`src/rtl/umtrx_rx_vita_mux.sv`:
```
// Two-input VITA packet multiplexer: arbitrates whole packets (SOF..EOF) from two rx
// chains onto one output stream, with per-input forwarded-packet counters.
module umtrx_rx_vita_mux #(
  parameter int unsigned PRIO_MODE = 0,
  parameter int unsigned CNT_WIDTH = 16
) (
  input  logic                 sys_clk,
  input  logic                 sys_rst_n,
  input  logic                 clear,
  input  logic [35:0]          in0_tdata,
  input  logic                 in0_tvalid,
  output logic                 in0_tready,
  input  logic [35:0]          in1_tdata,
  input  logic                 in1_tvalid,
  output logic                 in1_tready,
  output logic [35:0]          out_tdata,
  output logic                 out_tvalid,
  input  logic                 out_tready,
  output logic [1:0]           grant,
  output logic [CNT_WIDTH-1:0] pkt_cnt0,
  output logic [CNT_WIDTH-1:0] pkt_cnt1
);

  localparam int unsigned EOF_BIT = 33;

  typedef enum logic [1:0] {
    IDLE   = 2'd0,
    GRANT0 = 2'd1,
    GRANT1 = 2'd2
  } state_t;

  state_t state_q;
  state_t state_d;
  logic   last_q;       // 1 = input 1 was served last
  logic   pkt_done0_c;
  logic   pkt_done1_c;

  // State register
  always_ff @(posedge sys_clk or negedge sys_rst_n) begin
    if (!sys_rst_n) begin
      state_q <= IDLE;
    end else begin
      state_q <= state_d;
    end
  end

  // Next-state: registered arbitration in IDLE, release of the grant on EOF transfer
  always_comb begin
    state_d = state_q;
    unique case (state_q)
      IDLE: begin
        if (PRIO_MODE == 1) begin
          if (in0_tvalid)      state_d = GRANT0;
          else if (in1_tvalid) state_d = GRANT1;
        end else begin
          if (in0_tvalid && in1_tvalid) state_d = last_q ? GRANT0 : GRANT1;
          else if (in0_tvalid)          state_d = GRANT0;
          else if (in1_tvalid)          state_d = GRANT1;
        end
      end
      GRANT0: if (in0_tvalid && out_tready && in0_tdata[EOF_BIT]) state_d = IDLE;
      GRANT1: if (in1_tvalid && out_tready && in1_tdata[EOF_BIT]) state_d = IDLE;
      default: state_d = IDLE;
    endcase
    if (clear) state_d = IDLE;
  end

  // Outputs: combinational pass-through of the granted input
  always_comb begin
    grant       = 2'b00;
    in0_tready  = 1'b0;
    in1_tready  = 1'b0;
    out_tvalid  = 1'b0;
    out_tdata   = '0;
    pkt_done0_c = 1'b0;
    pkt_done1_c = 1'b0;
    unique case (state_q)
      GRANT0: begin
        grant       = 2'b01;
        out_tdata   = in0_tdata;
        out_tvalid  = in0_tvalid;
        in0_tready  = out_tready;
        pkt_done0_c = in0_tvalid && out_tready && in0_tdata[EOF_BIT];
      end
      GRANT1: begin
        grant       = 2'b10;
        out_tdata   = in1_tdata;
        out_tvalid  = in1_tvalid;
        in1_tready  = out_tready;
        pkt_done1_c = in1_tvalid && out_tready && in1_tdata[EOF_BIT];
      end
      default: ;
    endcase
  end

  // Packet counters and last-served tracking; clear wins over a same-cycle EOF
  always_ff @(posedge sys_clk or negedge sys_rst_n) begin
    if (!sys_rst_n) begin
      pkt_cnt0 <= '0;
      pkt_cnt1 <= '0;
      last_q   <= 1'b1;
    end else if (clear) begin
      pkt_cnt0 <= '0;
      pkt_cnt1 <= '0;
      last_q   <= 1'b0;
    end else begin
      if (pkt_done0_c) begin
        pkt_cnt0 <= pkt_cnt0 + CNT_WIDTH'(1);
        last_q   <= 1'b0;
      end
      if (pkt_done1_c) begin
        pkt_cnt1 <= pkt_cnt1 + CNT_WIDTH'(1);
        last_q   <= 1'b1;
      end
    end
  end

endmodule

```
`config.mk`:
```
export PLATFORM = sky130hd
export DESIGN_NAME = umtrx_rx_vita_mux
export DESIGN_NICKNAME = d
export VERILOG_FILES = /design/src/rtl/umtrx_rx_vita_mux.sv
export SDC_FILE = /design/constraint.sdc
export NUM_CORES = 1
export LEC_CHECK = 0
export CAP_MARGIN = 20
export CORE_MARGIN = 1
export CORE_UTILIZATION = 39
export CTS_BUF_LIST = sky130_fd_sc_hd__clkbuf_4
export DETAILED_ROUTE_END_ITERATION = 8
export HOLD_SLACK_MARGIN = 0.1
export PLACE_DENSITY = 0.95
export SLEW_MARGIN = 20
export SYNTH_ARGS = -nofsm -noshare
export SYNTH_HDL_FRONTEND = slang
export SYNTH_SLANG_ARGS = --single-unit
```
`constraint.sdc`:
```
create_clock -name sys_clk -period 2.6 [get_ports sys_clk]
set_input_delay 0.65 -clock sys_clk [delete_from_list [all_inputs] [get_ports sys_clk]]
set_output_delay 0.65 -clock sys_clk [all_outputs]
set_load 0.005 [all_outputs]
```
==> impl_results.md, run 1 <==
* Ranking of synthesized cells by area: dfrtp_1, a22oi_1, nor2b_1
* # H-tree levels at 2
* Final Worst Setup Slack at 34.6 ps
* Unrepaired setup endpoints after global routing: yes
* Via count at 2808
* Iteration-0 DRC Markers at 85
* Clock skew at 15.6 ps
* Max stage delay on crit path at 410 ps
* Top cell type's share of synthesized area at 34.3%
* Grt total ovfl at 0
* Mapped Cells at 288
* Die X-Extent at 81.7 µm
* Fmax at 390 MHz
* Maxcap violations at 0
* Slowest-stage cell, CP: dfrtp_1
* Final hold vios at 0
* Largest net degree at the start of global routing at 38
* IO Count at 151
* DP HPWL at 6120 µm
* Sequential cell area fraction in the yosys report at 35.4%
* Pwr Density at 347 nW/µm²
* Initial antenna violation count at 0
* Number of synthesized register bits at 35
* Clock-pin slew on the worst setup and hold paths at 110 ps
* Status: finished clean
* Cell Area, Synth at 2480 µm²
* CTS tree: yes
* CTS max path bufs at 2
* Worst path cell trace: buf_4 -> ha_4 -> buf_4 -> buf_8 -> buf_4 -> a22oi_2 -> nor2b_1 -> dlymetal6s2s_1
* Syn Area/Cell at 8.60 µm²
* Die height at 81.7 µm
* Fin Hold WS at 531 ps
* Netlist cell types at 40
* Top_reg_cell synth: dfrtp_1
* Starting Density at 41.1%
* Post-synth EDFFs at 0
* Fin crit share at 98.7%
* CP most frequent cell: buf_4
* # port buffers at 150
* Slew margin rel. at 60.0%
* Hold crit path type: reg -> reg
* Fraction of layout cells with a size suffix above 1 at 12.4%
* Startpoint types: register
* N_diodes at 0
* Root Buffer: clkbuf_4
* Ys async rst share at 100%
* Slew Limit Fails at 0
* Worst Setup Path Type: reg -> out
* Pre-CTS WS at 40.4 ps
* Worst-Skew Late Latency at 350 ps
* Crit path time final at 2570 ps
* Post-synth net total at 373
* Worst path buffer plus inverter count at 5
* CTS buffer count at 5
* Row count at 28
* CP endpoint kind: primary output
* CP required at 1950 ps
* Cell accounting for the most synthesized area: dfrtp_1
* Worst slew pin tran at 592 ps
* Vias per inst at 5.34
* Post-route ant nets at 0
* Max FO, Critical Path at 6
* P&R area growth vs syn at 80.7%
* VDD IR max at 0.343 mV
* Vias in the first global route at 2488
* Top-count cell post-synth: nor2b_1
* WL/cell at 16.9 µm
* # fillers at 439
* Residual DRC at 0
* Core ar. at 6030 µm²
* DIE AREA at 6670 µm²
* Global-route wire length before repair at 12100 µm
* Gpl congestion at 0.795
* NumNets Final at 535
* Total track usage at 23.7%
* Synth Warn # at 0
* 1st-pass router iterations at 4
* Top delay family on crit path: buffers and inverters
* WL final at 8890 µm
* Data arrival, critical path at 1920 ps
* Hold_buf cts at 0
* Final setup fails at 0
* Pleak at 2.12 nW
* Clk sinks at 35
* Top cells by count, synth: nor2b_1, a22oi_1, dfrtp_1
==> layer usage <==
| layer | wire length [µm] | global-route usage [%] | vias to the layer above | share of wire, % |
|---|---|---|---|---|
| met5 | 0 | 0 | - | 0 |
| met4 | 196 | 8.25 | 0 | 2.2 |
| met3 | 725 | 5.44 | 18 | 8.2 |
| met2 | 4580 | 43.5 | 113 | 52 |
| met1 | 3390 | 26.6 | 1321 | 38 |
| li1 | - | - | 1356 | - |
==> state kept, by name (all words and copies together) (netlist names) <==
register	count
last_q	1
state_q	2
pkt_cnt0	16
pkt_cnt1	16
==> cell type report <==
type	instances	area [µm²]	area share, %
repair buffers	174	1840	41.1
clock inverters	2	8.76	0.196
inverters	10	37.5	0.838
flip-flops and latches	35	877	19.6
clock buffers	6	45.0	1.01
well taps	75	93.8	2.10
multi-input cells	224	1580	35.2
==> tightest hold or removal path: stages, from the launching register on <==
cell and delay, ps:
dfstp_2 390, a21oi_1 110, nor2_1 50
==> power by group <==
| part | total [W] | leakage [nW] | internal [W] | switching (W) |
|---|---|---|---|---|
| logic | 0.000699 | 1.61 | 0.000419 | 0.000281 |
| clock network | 0.000298 | 0.0331 | 0.000112 | 0.000186 |
| registers | 0.000555 | 0.484 | 0.000550 | 0.00000501 |
==> worst paths after layout <==
kind	endpoint	slack (ps)	cells past startpoint	start
worst max-delay path	out_tdata[14]	30	8	state_q[1]
worst max register to register	pkt_cnt1[14]	210	10	state_q[0]
min in group asynchronous	pkt_cnt0[0]	700	2	sys_rst_n
worst min register to register	last_q	530	2	last_q
max in group asynchronous	last_q	1560	2	sys_rst_n
worst min-delay path	last_q	530	2	last_q
==> layout by cell type, fill, tap and decap left out, types with 4 or more instances in the layout <==
| cell | count |
|---|---|
| buf_4 | 17 |
| nand4_1 | 7 |
| a22oi_2 | 9 |
| a22oi_1 | 28 |
| dlygate4sd2_1 | 10 |
| a21oi_1 | 9 |
| nand3_1 | 8 |
| nor4_1 | 8 |
| nor3_1 | 8 |
| nor2b_1 | 39 |
| ha_1 | 4 |
| dfrtp_1 | 34 |
| dlymetal6s2s_1 | 27 |
| inv_1 | 8 |
| xor2_1 | 4 |
| clkbuf_4 | 6 |
| clkdlybuf4s50_1 | 113 |
| nand2_1 | 10 |
| nor2_1 | 31 |
| xnor2_1 | 18 |
==> logic make-up after synthesis <==
logic type | synth area share, %
and+or+nand+nor | 30.5
AOI/OAI and AO/OA | 17.0
DFF | 35.4
buffers and inverters | 4.44
xor gates and xnor gates | 7.78
adders and majority gates | 3.54
muxes | 1.31
==> stage by stage <==
stage | area (µm²) | cells | power (W) | setup TNS (ps) | utilization, %
6_report | 4480 | 526 | 0.00155 | 0 | 74.3
2_1_floorplan | 2480 | 288 | 0.000816 | 0 | -
4_1_cts | 4320 | 522 | 0.00149 | -1190 | 71.7
5_1_grt | 4480 | 526 | 0.00162 | -39.1 | 74.3
3_5_place_dp | 4150 | 509 | 0.00114 | 0 | 68.9
3_3_place_gp | 4150 | 509 | 0.00113 | 0 | 68.9
==> what timing repair did <==
item,4_1_cts,5_1_grt
cloned,2,1
setup endpoints to repair,38,31
pin swaps,0,2
resized for setup,18,41
buffers inserted,3,3
endpoints found under the hold margin,0,0
Note: power is estimated with default switching activity, not from simulation.
==> run 2, diff against run 1 <==
--- a/config.mk
+++ b/config.mk
@@ -10,8 +10,9 @@
 export CORE_UTILIZATION = 39
 export CTS_BUF_LIST = sky130_fd_sc_hd__clkbuf_4
 export DETAILED_ROUTE_END_ITERATION = 8
-export HOLD_SLACK_MARGIN = 0.1
+export HOLD_SLACK_MARGIN = 0.03
 export PLACE_DENSITY = 0.95
+export SETUP_SLACK_MARGIN = 0.15
 export SLEW_MARGIN = 20
 export SYNTH_ARGS = -nofsm -noshare
 export SYNTH_HDL_FRONTEND = slang
==> run 2 against run 1 <==
  * The flow now finishes with violations (setup timing)
  * Maximum frequency down 3.5%
  * Global-route usage rose by 0.19 points
  * Register-to-register slack improved by 360 ps
  * Die area stayed put
  * Worst hold slack worse by 1.1 ps
  * Flip-flop and latch count unchanged
  * Utilization rose by 1.3 points
  * Critical path depth down 2
  * Via count rose by 3.8%
  * First-iteration DRC count is 14% higher
  * Highest routed layer unchanged
==> impl_results.md, run 2 (synthesis results as in run 1) <==
* Inst Count DP at 509 (unchanged)
* CTS tree: yes
* WL final at 9360 µm (+5.3%)
* FF+latch area at 878 µm² (+0.14%)
* Die X-Extent at 81.7 µm (unchanged)
* Post-route ant nets at 0 (unchanged)
* Most frequent cells in the layout: clkdlybuf4s50_1, nor2b_1, dfrtp_1
* Row count at 28 (unchanged)
* Gpl congestion at 0.795 (unchanged)
* CP required at 1950 ps (about the same)
* Clock-pin slew on the worst setup and hold paths at 110 ps (about the same)
* Core ar. at 6030 µm² (unchanged)
* Fin crit share at 102% (+3.5 points)
* Most common cell after layout, fill and taps aside: clkdlybuf4s50_1
* Status: finished, violations left
* Root Buffer: clkbuf_4
* Hold crit path type: reg -> reg
* Final core utilization at 75.6% (+1.3 points)
* Initial antenna violation count at 0 (unchanged)
* P&R area growth vs syn at 83.9%
* Critical R2R Capture: pkt_cnt1[14]
* Pleak at 1.84 nW (-13%)
* Max FO, Critical Path at 14 (+8)
* Top Registers: pkt_cnt0 x16, pkt_cnt1 x16, state_q x2
* Via count at 2916 (+3.8%)
* Clock skew at 18.0 ps (+2.44 ps)
* Sequential share of power at 34.5% (-1.3 points)
* Die height at 81.7 µm (unchanged)
* VDD IR max at 0.344 mV (+0.40%)
* N_diodes at 0 (unchanged)
* Worst slew pin tran at 593 ps (+1.42 ps)
* CTS max path bufs at 2 (unchanged)
* Power Total at 0.00162 W (+4.3%)
* Clk sinks at 35 (unchanged)
* CP endpoint kind: primary output
* 1st-pass router iterations at 4 (unchanged)
* Largest net degree at the start of global routing at 38 (unchanged)
* Power Internal at 0.00112 W (+3.3%)
* # port buffers at 150 (unchanged)
* Fraction of layout cells with a size suffix above 1 at 21.0% (+8.5 points)
* Clock network fraction of design power at 18.3% (-0.9 points)
* Pwr Density at 355 nW/µm² (+2.5%)
* Worst Setup Path Type: reg -> out
* Worst-Skew Late Latency at 350 ps (about the same)
* R2R depth at 7 (-3)
* Vias in the first global route at 2528 (+1.6%)
* Switching share of total power at 31.0% (+0.62 points)
* DP HPWL at 6120 µm (unchanged)
* CTS buffer count at 5 (unchanged)
* Data arrival, critical path at 2010 ps (+90 ps)
* Fmax at 376 MHz (-3.5%)
* Crit path time final at 2660 ps (+92.0 ps)
* NumNets Final at 542 (+1.3%)
* Total track usage at 23.9% (+0.19 points)
* Reg2reg setup slack at 570 ps (+360 ps)
* DIE AREA at 6670 µm² (unchanged)
* Slew Limit Fails at 0 (unchanged)
* Worst Setup SP: state_q[1]
* Violated checks: setup timing
* Slew margin rel. at 59.9% (-0.096 points)
* WL/cell at 17.6 µm (+3.9%)
* IO Count at 151 (unchanged)
* Final hold vios at 0 (unchanged)
* # H-tree levels at 2 (unchanged)
* Non-Filler Instances at 533 (+1.3%)
* Iteration-0 DRC Markers at 97 (+14%)
* Grt total ovfl at 0 (unchanged)
* Final setup fails at 1 (+1)
* Switch Pwr at 0.000502 W (+6.4%)
* Comb power frac at 47.2% (+2.2 points)
* Final Worst Setup Slack at -57.4 ps (-92.0 ps)
* Starting Density at 41.1% (unchanged)
* Startpoint types: register
* Unrepaired setup endpoints after global routing: yes
* # fillers at 408 (-7.1%)
* Residual DRC at 0 (unchanged)
* Maxcap violations at 0 (unchanged)
* End point of the critical path: out_tdata[5]
* Vias per inst at 5.47 (+2.5%)
* Global-route wire length before repair at 12100 µm (+0.28%)
* RR Startpoint: state_q[1]
* Area of the multi-input gates at 1660 µm² (+5.4%)
* Fin Hold WS at 530 ps (-1.10 ps)
run 2: cell types whose count changed in the layout (fill, tap and decap cells not counted), moves of 2 or more:
cell	delta
buf_12	+3
dlymetal6s2s_1	-20
nor2b_1	-2
buf_4	+2
a22oi_1	-16
a22oi_2	+16
nor2b_2	+2
dlygate4sd2_1	+3
clkdlybuf4s50_1	+3
clkbuf_2	+14
run 2: repair_timing:
action                                  4_1_cts  5_1_grt
hold buffers                                  0        0
resized for setup                            41       64
endpoints found under the setup margin       39       38
setup buffers                                 5        6
pin swaps                                     1       10
cloned                                        2        3
run 2: how the worst min path moves through the flow:
stage | cells past startpoint | from | to
2_1_floorplan | 0 | sys_rst_n | pkt_cnt0[0]
3_3_place_gp | 2 | last_q | last_q
3_5_place_dp | 2 | last_q | last_q
4_1_cts | 2 | last_q | last_q
5_1_grt | 2 | last_q | last_q
6_report | 2 | last_q | last_q
run 2: area by class of cell:
| type | instances | area share, % |
|---|---|---|
| repair buffers | 181 | 40.2 |
| inverters | 10 | 0.879 |
| flip-flops and latches | 35 | 19.3 |
| multi-input cells | 224 | 36.4 |
| clock buffers | 6 | 0.988 |
| clock inverters | 2 | 0.192 |
| well taps | 75 | 2.06 |
run 2: worst max-delay path, cell delays in order, from the launching register on:
cell             delay (ps)
dfrtp_2                 460
buf_12                  140
ha_4                    170
buf_12                  150
a22oi_2                 220
nor2b_2                  80
clkdlybuf4s50_1         460
run 2: power by group through the flow:
stage | Clock, W | Sequential, W | Combinational (W)
after detailed placement | 0 | 0.000567 | 0.000577
after CTS | 0.000301 | 0.000556 | 0.000613
after global placement | 0 | 0.000566 | 0.000567
final | 0.000296 | 0.000559 | 0.000764
after floorplan | 0 | 0.000566 | 0.000250
after global routing | 0.000322 | 0.000560 | 0.000807
run 2: per-layer routing:
| metal | routed length (µm) | part of all wire [%] | track usage (%) | vias up |
|---|---|---|---|---|
| met4 | 289 | 3.1 | 8.77 | 0 |
| met2 | 4830 | 52 | 44.4 | 133 |
| met3 | 739 | 7.9 | 5.44 | 26 |
| li1 | - | - | - | 1372 |
| met5 | 0 | 0 | 0 | - |
| met1 | 3500 | 37 | 26.2 | 1385 |
run 2: through the flow:
step / TNS [ps] / setup WS [ps] / cell area (µm²)
floorplan: 0 / 409 / 2480
CTS: -403 / -75.9 / 4320
detailed placement: 0 / 40.4 / 4150
finish: -57.4 / -57.4 / 4560
global route: -513 / -103 / 4560
global placement: 0 / 21.1 / 4150
